$ cat src/rtl/ecc_apb_stim_master.sv
// APB stimulus requester for the ECC register file: four writes, wait for done, one readback, one response.
// Optional WAIT_DONE timeout is compiled in by defining ECC_STIM_TIMEOUT_EN.
module ecc_apb_stim_master #(
   parameter int AMBA_WORD       = 32,
   parameter int AMBA_ADDR_WIDTH = 20,
   parameter int DATA_WIDTH      = 32,
   parameter int TIMEOUT         = 1024
) (
   input  logic                       clk,
   input  logic                       rst,
   input  logic                       cmd_valid,
   output logic                       cmd_ready,
   input  logic [1:0]                 cmd_op,
   input  logic [AMBA_WORD-1:0]       cmd_data,
   input  logic [1:0]                 cmd_width,
   input  logic [AMBA_WORD-1:0]       cmd_noise,
   input  logic [AMBA_ADDR_WIDTH-1:0] cmd_rd_addr,
   output logic                       psel,
   output logic                       penable,
   output logic                       pwrite,
   output logic [AMBA_ADDR_WIDTH-1:0] paddr,
   output logic [AMBA_WORD-1:0]       pwdata,
   input  logic [AMBA_WORD-1:0]       prdata,
   input  logic                       operation_done,
   input  logic [DATA_WIDTH-1:0]      data_out,
   input  logic [1:0]                 num_of_errors,
   output logic                       rsp_valid,
   output logic [DATA_WIDTH-1:0]      rsp_data_out,
   output logic [1:0]                 rsp_num_err,
   output logic [AMBA_WORD-1:0]       rsp_rdata,
   output logic                       rsp_timeout
);

   localparam logic [AMBA_ADDR_WIDTH-1:0] ADDR_CTRL    = AMBA_ADDR_WIDTH'(32'h00);
   localparam logic [AMBA_ADDR_WIDTH-1:0] ADDR_DATA_IN = AMBA_ADDR_WIDTH'(32'h04);
   localparam logic [AMBA_ADDR_WIDTH-1:0] ADDR_CW      = AMBA_ADDR_WIDTH'(32'h08);
   localparam logic [AMBA_ADDR_WIDTH-1:0] ADDR_NOISE   = AMBA_ADDR_WIDTH'(32'h0C);

   if (TIMEOUT < 1) begin : g_timeout_check
      $error("ecc_apb_stim_master: TIMEOUT must be at least 1");
   end

   typedef enum logic [2:0] {
      IDLE,
      W_SETUP,
      W_ACCESS,
      WAIT_DONE,
      R_SETUP,
      R_ACCESS,
      RESP
   } state_t;

   state_t                     state, state_nxt;
   logic [1:0]                 idx;
   logic [1:0]                 op_q, width_q;
   logic [AMBA_WORD-1:0]       data_q, noise_q;
   logic [AMBA_ADDR_WIDTH-1:0] rd_addr_q;
   logic [DATA_WIDTH-1:0]      cap_data;
   logic [1:0]                 cap_err;
   logic [AMBA_ADDR_WIDTH-1:0] wr_addr;
   logic [AMBA_WORD-1:0]       wr_data;
   logic                       timed_out;

   // Write order is DATA_IN, CODEWORD_WIDTH, NOISE, then CTRL last so the start comes after setup.
   always_comb begin
      // NOTE: every combinational output gets a default first so no path leaves it unassigned (no latch).
      wr_addr = ADDR_CTRL;
      wr_data = AMBA_WORD'(op_q);
      case (idx)
         2'd0: begin
            wr_addr = ADDR_DATA_IN;
            wr_data = data_q;
         end
         2'd1: begin
            wr_addr = ADDR_CW;
            wr_data = AMBA_WORD'(width_q);
         end
         2'd2: begin
            wr_addr = ADDR_NOISE;
            wr_data = noise_q;
         end
         default: ;
      endcase
   end

   always_comb begin
      state_nxt = state;
      cmd_ready = 1'b0;
      psel      = 1'b0;
      penable   = 1'b0;
      pwrite    = 1'b0;
      paddr     = '0;
      pwdata    = '0;
      rsp_valid = 1'b0;
      case (state)
         IDLE: begin
            cmd_ready = 1'b1;
            if (cmd_valid) state_nxt = W_SETUP;
         end
         W_SETUP: begin
            psel      = 1'b1;
            pwrite    = 1'b1;
            paddr     = wr_addr;
            pwdata    = wr_data;
            state_nxt = W_ACCESS;
         end
         W_ACCESS: begin
            psel      = 1'b1;
            penable   = 1'b1;
            pwrite    = 1'b1;
            paddr     = wr_addr;
            pwdata    = wr_data;
            state_nxt = (idx == 2'd3) ? WAIT_DONE : W_SETUP;
         end
         WAIT_DONE: begin
            if (operation_done)  state_nxt = R_SETUP;
            else if (timed_out)  state_nxt = RESP;
         end
         R_SETUP: begin
            psel      = 1'b1;
            paddr     = rd_addr_q;
            state_nxt = R_ACCESS;
         end
         R_ACCESS: begin
            psel      = 1'b1;
            penable   = 1'b1;
            paddr     = rd_addr_q;
            state_nxt = RESP;
         end
         RESP: begin
            rsp_valid = 1'b1;
            state_nxt = IDLE;
         end
         default: state_nxt = IDLE;
      endcase
   end

   always_ff @(posedge clk or negedge rst) begin
      // NOTE: all storage, including latched command fields, is reset so outputs are 0 the moment rst falls.
      if (!rst) begin
         state        <= IDLE;
         idx          <= '0;
         op_q         <= '0;
         width_q      <= '0;
         data_q       <= '0;
         noise_q      <= '0;
         rd_addr_q    <= '0;
         cap_data     <= '0;
         cap_err      <= '0;
         rsp_data_out <= '0;
         rsp_num_err  <= '0;
         rsp_rdata    <= '0;
      end else begin
         // NOTE: sequential state uses non-blocking assignments so every register sees pre-edge values.
         state <= state_nxt;
         case (state)
            IDLE: if (cmd_valid) begin
               idx       <= '0;
               op_q      <= cmd_op;
               width_q   <= cmd_width;
               data_q    <= cmd_data;
               noise_q   <= cmd_noise;
               rd_addr_q <= cmd_rd_addr;
            end
            W_ACCESS: if (idx != 2'd3) idx <= idx + 2'd1;
            WAIT_DONE: if (operation_done) begin
               cap_data <= data_out;
               cap_err  <= num_of_errors;
            end
            R_ACCESS: begin
               rsp_data_out <= cap_data;
               rsp_num_err  <= cap_err;
               rsp_rdata    <= prdata;
            end
            default: ;
         endcase
         // Response fields only change as RESP is entered, so they hold between responses.
         if (timed_out) begin
            rsp_data_out <= '0;
            rsp_num_err  <= '0;
            rsp_rdata    <= '0;
         end
      end
   end

`ifdef ECC_STIM_TIMEOUT_EN
   localparam int CW = $clog2(TIMEOUT + 1);

   logic [CW-1:0] wait_cnt;
   logic          timeout_q;

   // Counter is zero on entry to WAIT_DONE; the last allowed cycle is the one holding TIMEOUT-1.
   assign timed_out = (state == WAIT_DONE) && !operation_done &&
                      (wait_cnt == CW'(TIMEOUT - 1));

   always_ff @(posedge clk or negedge rst) begin
      if (!rst) begin
         wait_cnt  <= '0;
         timeout_q <= 1'b0;
      end else begin
         if (state == WAIT_DONE) wait_cnt <= wait_cnt + CW'(1);
         else                    wait_cnt <= '0;
         if (timed_out)               timeout_q <= 1'b1;
         else if (state == R_ACCESS)  timeout_q <= 1'b0;
      end
   end

   assign rsp_timeout = timeout_q;
`else
   assign timed_out   = 1'b0;
   assign rsp_timeout = 1'b0;
`endif

endmodule

$ cat config.mk
export PLATFORM = sky130hd
export DESIGN_NAME = ecc_apb_stim_master
export DESIGN_NICKNAME = d
export VERILOG_FILES = /design/src/rtl/ecc_apb_stim_master.sv
export SDC_FILE = /design/constraint.sdc
export NUM_CORES = 1
export LEC_CHECK = 0
export ABC_AREA = 1
export BUFFER_PORTS_ARGS = -buffer_cell sky130_fd_sc_hd__buf_4
export CAP_MARGIN = 20
export CELL_PAD_IN_SITES_DETAIL_PLACEMENT = 1
export CELL_PAD_IN_SITES_GLOBAL_PLACEMENT = 1
export CORE_AREA = 2 2 151 153
export DETAILED_ROUTE_END_ITERATION = 8
export DIE_AREA = 0 0 153 155
export HOLD_SLACK_MARGIN = 0.15
export PLACE_DENSITY = 0.95
export SYNTH_ARGS = -nofsm -noshare
export SYNTH_HDL_FRONTEND = slang
export SYNTH_SLANG_ARGS = --single-unit
$ cat constraint.sdc
create_clock -name clk -period 3.6 [get_ports clk]
set_input_delay 0.18 -clock clk [delete_from_list [all_inputs] [get_ports clk]]
set_output_delay 0.18 -clock clk [all_outputs]
set_load 0.05 [all_outputs]
; Yosys cells after proc, flatten, opt, wreduce, memory -nomap -nowiden
; Index checks and enable logic that the tools add are counted.
[classes]
n_addsub = 1
n_eq_ne = 13
n_reduce_logical = 11
mux = 16
[ops]
columns = operator, count
row1 = $pmux 32 s3, 1
row2 = $pmux 20 s2, 1
row3 = $mux 32, 1
row4 = $pmux 3 s6, 1
row5 = $pmux 4 s3, 1
row6 = $eq 3x3->1 const B, 3
row7 = $ne 2x2->1 const B, 4
row8 = $eq 3x2->1 const B, 2
row9 = $mux 2, 3
row10 = $mux 3, 2
row11 = $reduce_and 2->1, 3
row12 = $reduce_or 2->1, 3
row13 = $mux 1, 5
row14 = $eq 2x2->1 const B, 2
row15 = $pmux 2 s2, 1
row16 = $reduce_or 4->1, 1
row17 = $eq 3x1->1 const B, 1
row18 = $logic_not 3->1, 1
row19 = $reduce_and 3->1, 1
row20 = $add 2x1->2 const B, 1
row21 = $eq 2x1->1 const B, 1
row22 = $logic_not 2->1, 1
row23 = $reduce_bool 2->1, 1
[totals]
inputBits = 158
register_bits = 193
wordCells = 53

; Depth between registers and ports, before layout
; Gate-level depths: netlist of run 1.
[depth]
word_depth = 3
ltp_mapped = 8

; Worst setup path before layout of run 1
; OpenSTA, ideal clock, no wires.
[synth_timing]
kind = register to output
from = register idx[0]
to = output port paddr[2]
path_slack_ns = 1.176
stages_incl_launch_ff = 7
required_ns = 3.420
arrival_time_ns = 2.244
cell_sequence = dfrtp_1 -> inv_1 -> ha_1 -> clkbuf_1 -> clkbuf_1 -> nor2_1 -> o21ai_0
[synth_via]
elab_chain_len = 3
word_cells_on_any_way = 5
[synth_lines]
columns = element, line
row1 = start: declaration, 54  ; logic [1:0] idx;
row2 = start signal: assignment, 165  ; W_ACCESS: if (idx != 2'd3) idx <= idx + 2'd1;
row3 = $eq 2x2->1 (tied with other cells), 69  ; case (idx)
row4 = $pmux 4 s3 *, 69
row5 = $pmux 20 s2 *, 95  ; case (state)
row6 = end: declaration, 21  ; output logic [AMBA_ADDR_WIDTH-1:0] paddr,
; Mark *: on every way between the ends. The rest lies on a longest branch, timed or not.

; Worst setup path after layout of run 1
[layout_timing]
from = register idx[0]
to = output port pwdata[1]
[layout_via]
elab_chain_len = 3
word_cells_on_any_way = 5
[layout_lines]
columns = element, line
row1 = $eq 2x2->1 (tied with other cells), 69
row2 = $pmux 32 s3 *, 69
row3 = $mux 32 *, 95
row4 = end: declaration, 22  ; output logic [AMBA_WORD-1:0] pwdata,
; Marked as above.

==> results.yml, run 1 <==
timing:
  fin_tns_setup_ns: 0
  hold_ws_ns: 0.215
  slew_headroom_pct: 40.5
  setup_violations: 0
  grt_setup_unrepaired: "false"
  period_share_pct: 76.7
  maxClockFrequency_mhz: 362
  worst_pin_slew_ns: 0.893
  finalHoldViolations: 0
  final_max_slew_viol_count: 0
  finClkSkew_ns: 0.0148
  finalCriticalPeriod_ns: 2.76
  setup_slack_ns: 0.838
power:
  p_int_mw: 6.12
  power.switching_mw: 6.92
  combPwrFrac_pct: 53.4
  p_leak_nw: 7.16
  p_seq_share_pct: 30.7
  power_mw: 13.0
  p_per_area_mw_per_mm2: 999
  clock_power_share_pct: 15.9
  switching_share_pct: 53.0
  ir_worst_vdd_uv: 569
floorplan:
  core_sq_mm: 0.0222
  num_rows: 55
  die_x_um: 153
  start_util_pct: 38.4
  die_area_sq_mm: 0.0237
  fp.dieH_um: 155
  io_pins: 282
place:
  gp_congestion: 0.848
  dp_hpwl_um: 19100
  portBuffers: 280
  preCtsSetupSlack_ns: 1.43
clocking:
  ctsHoldBuffers: 156
  clk_latency_ns: 0.44
  clock-sinks: 193
  cts_setup_buffers: 0
  cts_buffer_depth: 2
  cts-buffers-inserted: 17
  clk_pin_slew_ns: 0.09
  cts_root_buffer: "clkbuf_16"
  cts_max_level: 4
  cts_tree: "done"
  cts-resized-gates: 0
flow_run:
  maxCapViolCount: 0
cells_and_area:
  syn2layout_area_growth_pct: 53.2
  register_area_sq_mm: 0.00483
  drive_gt1_share_pct: 22.1
  nets: 1644
  multi_input_area_sq_mm: 0.00273
  fin_util_pct: 58.8
  nFillCells: 2608
route:
  wl_per_cell_um: 20.9
  via_count: 9034
  firstDrtPassIters: 5
  drc_errors: 0
  vias_per_cell: 5.04
  drt-initial-drc-count: 539
  drtAntennaViolNets: 0
  wl_um: 37400
worst_hold_path:
  hp-class: "in -> reg"
  hold_depth: 3
synth:
  yosys_most_used_dff: "dfrtp_1"
  synth-seq-cells: 193
  seq_area_frac_synth_pct: 56.6
  netlist_area_sq_mm: 0.00853
  syn-instance-count: 1077
  ys_top_cells_by_count: "nand2_1, dfrtp_1, inv_1, o21ai_0, nor2_1"
  synth_cell_types: 22
  synth_top_cell_area_share_pct: 56.6
  yosys.cell_count.top_type: "nand2_1"
  yosys_warnings: 0
  async_flop_share_pct: 100
  synth_top_area_cell: "dfrtp_1"
  syn_avg_cell_area_sq_um: 7.92
  synth.area.top_cells: "dfrtp_1, nand2_1, inv_1, o21ai_0, nor2_1"
  synth_edf_count: 0
  synth_nets: 1239
critical_path:
  cp.buffers_inverters: 3
  reg2reg_depth: 4
  crit_cells: 7
  path_max_fanout: 22
  arrival_ns: 2.58
  crit_chain: "ha_1 -> inv_1 -> buf_4 -> nand2_1 -> nor2_1 -> nor2_1 -> buf_4"
  crit_slowest_cell: "inv_1"
  path_delay_family: "buffers and inverters"
  critPathRequiredTime_ns: 3.42
  crit_type: "reg -> out"
  setup.worst_path.start_class: "flip-flop"
  worstSetupEndpointType: "output pin"
  cpPeakStageDelay_ns: 0.58
grt:
  met3_usage_pct: 4.68
  grt_max_degree: 106
  antenna_found_initial: 11
  track_usage_pct: 31.2
  use_met2_pct: 58.3
  grt_pass1_vias: 10100
  grt.busiest_layer: "met2"
  globalRouteOverflowTotal: 0
  use_met1_pct: 33.0
  grt_pass1_wl_um: 57300
run_status:
  outcome: "complete, no violations"
routing by layer:
layer / up-vias / share of wire [%]
li1: 4059 / -
met1: 4462 / 36
met2: 365 / 54
met3: 148 / 3.5
met4: 0 / 6.1
met5: - / 0
sequential cells by signal (all words and copies together), names as in the netlist:
signal,cells
cap_data,32
data_q,32
noise_q,32
rsp_data_out,32
rsp_rdata,32
rd_addr_q,20
state,3
cap_err,2
idx,2
op_q,2
rsp_num_err,2
width_q,2
worst register-to-register path, stage by stage, from the launching register on:
cell and delay (ns):
dfrtp_1 0.51, nor2_2 0.23, nand3_4 0.61, buf_12 0.50
o21ai_0 0.48
final cells by class:
type                       count  area share, %
timing repair buffer         447           28.9
antenna                       11          0.211
inverter                     186           5.35
tap                          285           2.73
multi-input combinational    637           20.9
clock inverter                15           1.68
clock buffer                  17           3.26
sequential                   193           37.0
per-stage QoR:
step                      cells  instance area, sq um
final                      1791                 13100
after CTS                  1780                 13000
after global routing       1791                 13100
after floorplan            1077                  8530
after global placement     1592                 10800
after detailed placement   1592                 10800
power by group through the flow:
stage	registers (mW)	clock network [mW]	logic [mW]
floorplan	5.00	0	3.16
global placement	3.81	0	6.18
detailed placement	3.88	0	6.44
CTS	3.87	2.06	6.60
global route	4.09	2.19	7.38
finish	4.00	2.08	6.97
cells by family (layout without fill, tap and decap cells):
group | after synthesis | in the layout | synth area share, %
AO/OA/AOI/OAI | 159 | 159 | 9.36
adder cells (fa/ha/maj) | 4 | 4 | 0.587
buffers and inverters | 247 | 665 | 11.6
flip-flops | 193 | 193 | 56.6
other | 1 | 12 | 0.0440
AND/OR/NAND/NOR | 473 | 473 | 21.8
layout by cell type (no fill, tap or decap):
cell	instances
nor2_4	1
nor2_2	1
o211ai_1	1
diode_2	11
nor2_1	58
o21ai_1	39
buf_4	288
buf_12	2
inv_12	4
clkbuf_16	17
inv_1	185
nand2_2	2
inv_2	1
nand4_1	2
clkinv_8	7
dlygate4sd3_1	156
ha_1	4
o21ai_0	119
nor3_1	1
nand3_1	39
nand3_4	2
dfrtp_1	193
nand2_1	367
inv_8	2
clkbuf_8	1
conb_1	1
inv_6	2
path summary, 6_finish.rpt:
kind                                 from            to  slack, ns
max                                idx[0]     pwdata[1]       0.84
min                        operation_done  cap_data[30]       0.21
max reg2reg                      state[1]   noise_q[13]       1.14
min reg2reg                    cap_err[1]    cap_err[1]       0.48
max in group asynchronous             rst   noise_q[27]       2.26
min in group asynchronous             rst  rd_addr_q[5]       0.30
Note: power is estimated with default switching activity, not from simulation.
==> run 2: changes to the inputs <==
--- a/config.mk
+++ b/config.mk
@@ -10,11 +10,11 @@
 export CAP_MARGIN = 20
 export CELL_PAD_IN_SITES_DETAIL_PLACEMENT = 1
 export CELL_PAD_IN_SITES_GLOBAL_PLACEMENT = 1
-export CORE_AREA = 2 2 151 153
+export CORE_AREA = 2 2 157 159
 export DETAILED_ROUTE_END_ITERATION = 8
-export DIE_AREA = 0 0 153 155
+export DIE_AREA = 0 0 159 161
 export HOLD_SLACK_MARGIN = 0.15
-export PLACE_DENSITY = 0.95
+export PLACE_DENSITY = 0.91
 export SYNTH_ARGS = -nofsm -noshare
 export SYNTH_HDL_FRONTEND = slang
 export SYNTH_SLANG_ARGS = --single-unit
==> constraint.sdc (replaced) <==
create_clock -name clk -period 2.6 [get_ports clk]
set_input_delay 0.13 -clock clk [delete_from_list [all_inputs] [get_ports clk]]
set_output_delay 0.13 -clock clk [all_outputs]
set_load 0.05 [all_outputs]
==> run 2 against run 1 <==
Net effect:
- worst hold slack lost 0.042 ns
- core utilization shrank 4.0 points
- total power grew 35%
- via count shrank 2.7%
- highest routed layer unchanged
==> results.yml, run 2 (same netlist as run 1, synthesis figures left out) <==
grt:
  track_usage_pct: 26.7
  antenna_found_initial: 3
  grt_max_degree: 133
  grt_pass1_wl_um: 53700
  grt_pass1_vias: 9918
  globalRouteOverflowTotal: 0
cells_and_area:
  final_cell_area_sq_mm: 0.0131
  nFillCells: 2819
  final_cell_mix: "nand2_1, buf_4, dfrtp_1, inv_1, dlygate4sd3_1"
  syn2layout_area_growth_pct: 53.9
  nets: 1652
  drive_gt1_share_pct: 22.2
  fin_util_pct: 54.8
  final_common_cell: "nand2_1"
  multi_input_area_sq_mm: 0.00273
  register_area_sq_mm: 0.00483
  finalNonFillerCells: 1830
timing:
  finalHoldViolations: 0
  maxClockFrequency_mhz: 421
  hold_ws_ns: 0.173
  fin_tns_setup_ns: 0
  finClkSkew_ns: 0.0189
  setup_slack_ns: 0.223
  setup_violations: 0
  slew_headroom_pct: 46.6
  final_max_slew_viol_count: 0
  worst_pin_slew_ns: 0.800
  finalCriticalPeriod_ns: 2.38
  period_share_pct: 91.4
  grt_setup_unrepaired: "false"
critical_path:
  critPathRequiredTime_ns: 2.47
  path_max_fanout: 32
  cpPeakStageDelay_ns: 0.44
  setup.worst_path.start_class: "flip-flop"
  cp.buffers_inverters: 3
  crit_chain: "inv_1 -> ha_1 -> buf_4 -> nand2_1 -> nand2_1 -> nand2_1 -> nor2_1 -> buf_4"
  cpMostUsedCell: "nand2_1"
  arrival_ns: 2.25
  worstSetupEndpointType: "output pin"
  crit_type: "reg -> out"
  path_delay_family: "buffers and inverters"
  reg2reg_slack_ns: 0.54
  crit_slowest_cell: "dfrtp_1"
route:
  drc_errors: 0
  wl_um: 34200
  drtAntennaViolNets: 0
  wl_per_cell_um: 18.7
  via_count: 8794
  drt-initial-drc-count: 447
  firstDrtPassIters: 5
  vias_per_cell: 4.81
clocking:
  cts-buffers-inserted: 17
  clk_pin_slew_ns: 0.09
  cts_tree: "done"
  clock-sinks: 193
  cts_max_level: 4
  cts_root_buffer: "clkbuf_16"
  cts_buffer_depth: 2
  clk_latency_ns: 0.44
floorplan:
  num_rows: 57
  die_x_um: 159
  core_sq_mm: 0.0240
  start_util_pct: 35.6
  io_pins: 282
  die_area_sq_mm: 0.0256
  fp.dieH_um: 161
place:
  preCtsSetupSlack_ns: 0.540
  gp_congestion: 0.753
  portBuffers: 280
  placed_area_sq_mm: 0.0109
  post-place-cells: 1635
  dp_hpwl_um: 18500
power:
  power_mw: 17.7
  ir_worst_vdd_uv: 650
  p_per_area_mw_per_mm2: 1350
  p_leak_nw: 7.18
flow_run:
  maxCapViolCount: 0
run_status:
  outcome: "complete, no violations"
worst_hold_path:
  hp-class: "in -> reg"
[run 2: worst register-to-register path, stage by stage, from the launching register on]
cell and delay [ns]:
dfrtp_1 0.50, nand2_2 0.15, nor2_4 0.13, buf_4 0.38, nand3_1 0.14, dlygate4sd3_1 0.61
nand2_1 0.10
[run 2: area by class of cell]
class / instances / area share [%]
Tap cell: 324 / 3.09
Inverter: 186 / 5.32
Multi-Input combinational cell: 637 / 20.8
Clock buffer: 18 / 3.27
Sequential cell: 193 / 36.8
Timing Repair Buffer: 455 / 29.5
Clock inverter: 14 / 1.24
Antenna cell: 3 / 0.0572
[run 2: path summary, 6_finish.rpt]
| kind | startpoint | end | cells after the start |
|---|---|---|---|
| worst max-delay path | idx[0] | pwdata[22] | 8 |
| max in group asynchronous | rst | rsp_rdata[2] | 3 |
| worst min register to register | cap_data[24] | cap_data[24] | 2 |
| worst max register to register | state[1] | cap_data[6] | 6 |
| worst min-delay path | operation_done | cap_data[23] | 3 |
| min in group asynchronous | rst | noise_q[9] | 2 |
[run 2: timing repair]
item | 4_1_cts | 5_1_grt
gates resized for setup | 0 | 0
endpoints found under the hold margin | 237 | 0
hold buffers | 159 | 0
setup buffers | 0 | 0
[run 2: report_power, final]
| group | internal (mW) | leakage (nW) | switching, mW | total (mW) |
|---|---|---|---|---|
| clock network | 1.38 | 0.292 | 1.31 | 2.69 |
| logic | 2.71 | 4.46 | 6.79 | 9.51 |
| registers | 4.45 | 2.43 | 1.00 | 5.45 |
| total | 8.54 | 7.18 | 9.11 | 17.7 |
[run 2: layer usage]
layer	vias to the layer above	share of wire (%)	track usage, %
met5	-	0	0
met3	81	6.0	7.09
li1	4055	-	-
met1	4350	38	29.7
met4	0	3.5	10.2
met2	308	52	49.1
==> run 3: changes to the inputs <==
==> config.mk (replaced) <==
export PLATFORM = sky130hd
export DESIGN_NAME = ecc_apb_stim_master
export DESIGN_NICKNAME = d
export VERILOG_FILES = /design/src/rtl/ecc_apb_stim_master.sv
export SDC_FILE = /design/constraint.sdc
export NUM_CORES = 1
export LEC_CHECK = 0
export ABC_AREA = 0
export BUFFER_PORTS_ARGS = -buffer_cell sky130_fd_sc_hd__buf_4
export CAP_MARGIN = 20
export CELL_PAD_IN_SITES_DETAIL_PLACEMENT = 1
export CELL_PAD_IN_SITES_GLOBAL_PLACEMENT = 1
export CORE_AREA = 2 2 146 148
export DETAILED_ROUTE_END_ITERATION = 8
export DIE_AREA = 0 0 148 150
export HOLD_SLACK_MARGIN = 0.15
export PLACE_DENSITY = 0.9
export SYNTH_ARGS = -nofsm -noshare
export SYNTH_HDL_FRONTEND = slang
export SYNTH_SLANG_ARGS = --single-unit
==> run 3 against run 2 <==
Net effect:
- area after synthesis down 7.4%
- sequential share of layout area grew 1.7 points
- first-iteration DRC count down 74%
- worst setup slack better by 0.030 ns
- fmax rose by 1.3%
- largest cell class unchanged
- synthesized cell count is 50% lower
- core utilization up 5.9 points
- non-clock buffer count decreased by 5
- register-to-register slack gained 0.08 ns
==> results.yml, run 3 <==
run_status:
  outcome: "complete, no violations"
timing:
  fin_tns_setup_ns: 0
  period_share_pct: 90.2
  slew_headroom_pct: 59.1
  maxClockFrequency_mhz: 426
  finalCriticalPeriod_ns: 2.35
  final_max_slew_viol_count: 0
  worst_pin_slew_ns: 0.614
  grt_setup_unrepaired: "false"
  hold_ws_ns: 0.310
  finClkSkew_ns: 0.0172
  setup_violations: 0
  finalHoldViolations: 0
floorplan:
  num_rows: 53
  io_pins: 282
  die_area_sq_mm: 0.0222
  start_util_pct: 38.1
  core_sq_mm: 0.0207
  fp.dieH_um: 150
  die_x_um: 148
clocking:
  cts_buffer_depth: 2
  clk_latency_ns: 0.44
  cts_root_buffer: "clkbuf_16"
  clk_pin_slew_ns: 0.08
  cts_tree: "done"
  cts_max_level: 4
  cts-buffers-inserted: 17
  clock-sinks: 193
  cts-resized-gates: 0
synth:
  synth_top_cell_area_share_pct: 61.2
  synth_cell_types: 30
  seq_area_frac_synth_pct: 61.2
  synth.area.top_cells: "dfrtp_1, mux2_2, a22oi_1, nor2_1, and2_1"
  yosys_most_used_dff: "dfrtp_1"
  yosys_warnings: 0
  yosys.cell_count.top_type: "dfrtp_1"
  ys_top_cells_by_count: "dfrtp_1, mux2_2, nor2_1, a22oi_1, buf_2"
  synth_nets: 702
  syn-instance-count: 540
  async_flop_share_pct: 100
  syn_avg_cell_area_sq_um: 14.6
  netlist_area_sq_mm: 0.00789
  synth_edf_count: 0
  synth-seq-cells: 193
  synth_top_area_cell: "dfrtp_1"
critical_path:
  r2r_start: "state[2]"
  crit_end: "pwdata[10]"
  crit_start: "idx[1]"
  path_max_fanout: 24
  reg2reg_slack_ns: 0.62
  worstSetupEndpointType: "output pin"
  setup.worst_path.start_class: "flip-flop"
  arrival_ns: 2.22
  critPathRequiredTime_ns: 2.47
  reg2reg_to: "rsp_rdata[1]"
  reg2reg_depth: 4
  crit_type: "reg -> out"
grt:
  antenna_found_initial: 2
  track_usage_pct: 25.0
  grt_pass1_wl_um: 42200
  grt_pass1_vias: 7363
  grt_max_degree: 82
  globalRouteOverflowTotal: 0
flow_run:
  maxCapViolCount: 0
route:
  via_count: 6204
  firstDrtPassIters: 5
  drt-initial-drc-count: 118
  wl_um: 27400
  drtAntennaViolNets: 0
  vias_per_cell: 4.91
  drc_errors: 0
  wl_per_cell_um: 21.7
power:
  p_per_area_mw_per_mm2: 1400
  ir_worst_vdd_uv: 710
  p_leak_nw: 5.84
cells_and_area:
  drive_gt1_share_pct: 51.4
  fin_util_pct: 60.7
  final_common_cell: "buf_4"
  nFillCells: 1992
  nets: 1135
  finalNonFillerCells: 1263
  register_area_sq_mm: 0.00483
  multi_input_area_sq_mm: 0.00288
  syn2layout_area_growth_pct: 59.1
  final_cell_mix: "buf_4, dfrtp_1, mux2_2, dlygate4sd3_1, nor2_1"
place:
  portBuffers: 280
  dp_hpwl_um: 16000
  gp_congestion: 0.734
  post-place-cells: 1072
worst_hold_path:
  hp-class: "in -> async"
[run 3: cell types whose count changed in the layout (fill, tap and decap cells not counted), sizes merged, moves of 27 or more]
| cell | change |
|---|---|
| nor2 | -27 |
| a22oi | +32 |
| mux2 | +189 |
| o21ai | -155 |
| inv | -183 |
| nand2 | -364 |
| nand3 | -41 |
[run 3: kinds of logic (layout without fill, tap and decap cells)]
logic type / count (synthesis) / in the layout / share of synthesized area (%)
flops: 193 / 193 / 61.2
mux: 189 / 189 / 27.0
simple gates: 70 / 70 / 4.76
compound gates: 43 / 43 / 3.98
buf+inv: 39 / 485 / 2.31
fa+ha+maj: 4 / 4 / 0.634
other cells: 1 / 3 / 0.0475
xor+xnor: 1 / 1 / 0.111
[run 3: critical path, stage by stage, from the launching register on]
cell and delay, ns:
dfrtp_1 0.42, inv_1 0.09, ha_1 0.45, buf_12 0.23, a22oi_1 0.12, nor2_1 0.22
buf_4 0.24
[run 3: through the flow]
stage / setup slack [ns] / area [sq um] / power, mW
after floorplan: 0.258 / 7890 / 11.5
after global placement: 0.712 / 10400 / 14.1
after detailed placement: 0.650 / 10400 / 14.5
after CTS: 0.222 / 12600 / 17.4
after global routing: 0.142 / 12600 / 18.4
final: 0.254 / 12600 / 17.6
[run 3: how the worst min path moves through the flow]
| stage | startpoint | to | slack (ns) | cells past startpoint |
|---|---|---|---|---|
| 2_1_floorplan | rst | cap_data[0] | -0.17 | 0 |
| 3_3_place_gp | rst | cap_data[14] | 0.20 | 1 |
| 3_5_place_dp | rst | cap_data[14] | 0.20 | 1 |
| 4_1_cts | rst | cap_data[14] | 0.29 | 2 |
| 5_1_grt | rst | cap_data[22] | 0.35 | 2 |
| 6_report | rst | cap_data[22] | 0.31 | 2 |
[run 3: timing repair]
action,4_1_cts,5_1_grt
hold buffers,157,0
setup buffers,0,0
hold endpoints to repair,223,0
[run 3: layer usage]
metal / track usage [%] / part of all wire [%]
met4: 7.76 / 2.3
met3: 8.11 / 7.2
met2: 46.4 / 54
met1: 27.0 / 37
met5: 0 / 0
[run 3: power breakdown]
part           internal [mW]  switching [mW]  total (mW)
logic                   3.52            5.81        9.33
clock network           1.43            1.35        2.77
registers               4.53            1.00        5.53
total                   9.47            8.16        17.6
[run 3: cell type report]
cell class / instances / area share [%]
multi-input cells: 308 / 23.0
clock buffers: 18 / 3.50
inverters: 3 / 0.0897
repair buffers: 450 / 30.8
clock inverters: 14 / 1.44
diodes: 2 / 0.0399
flip-flops and latches: 193 / 38.5
well taps: 275 / 2.74
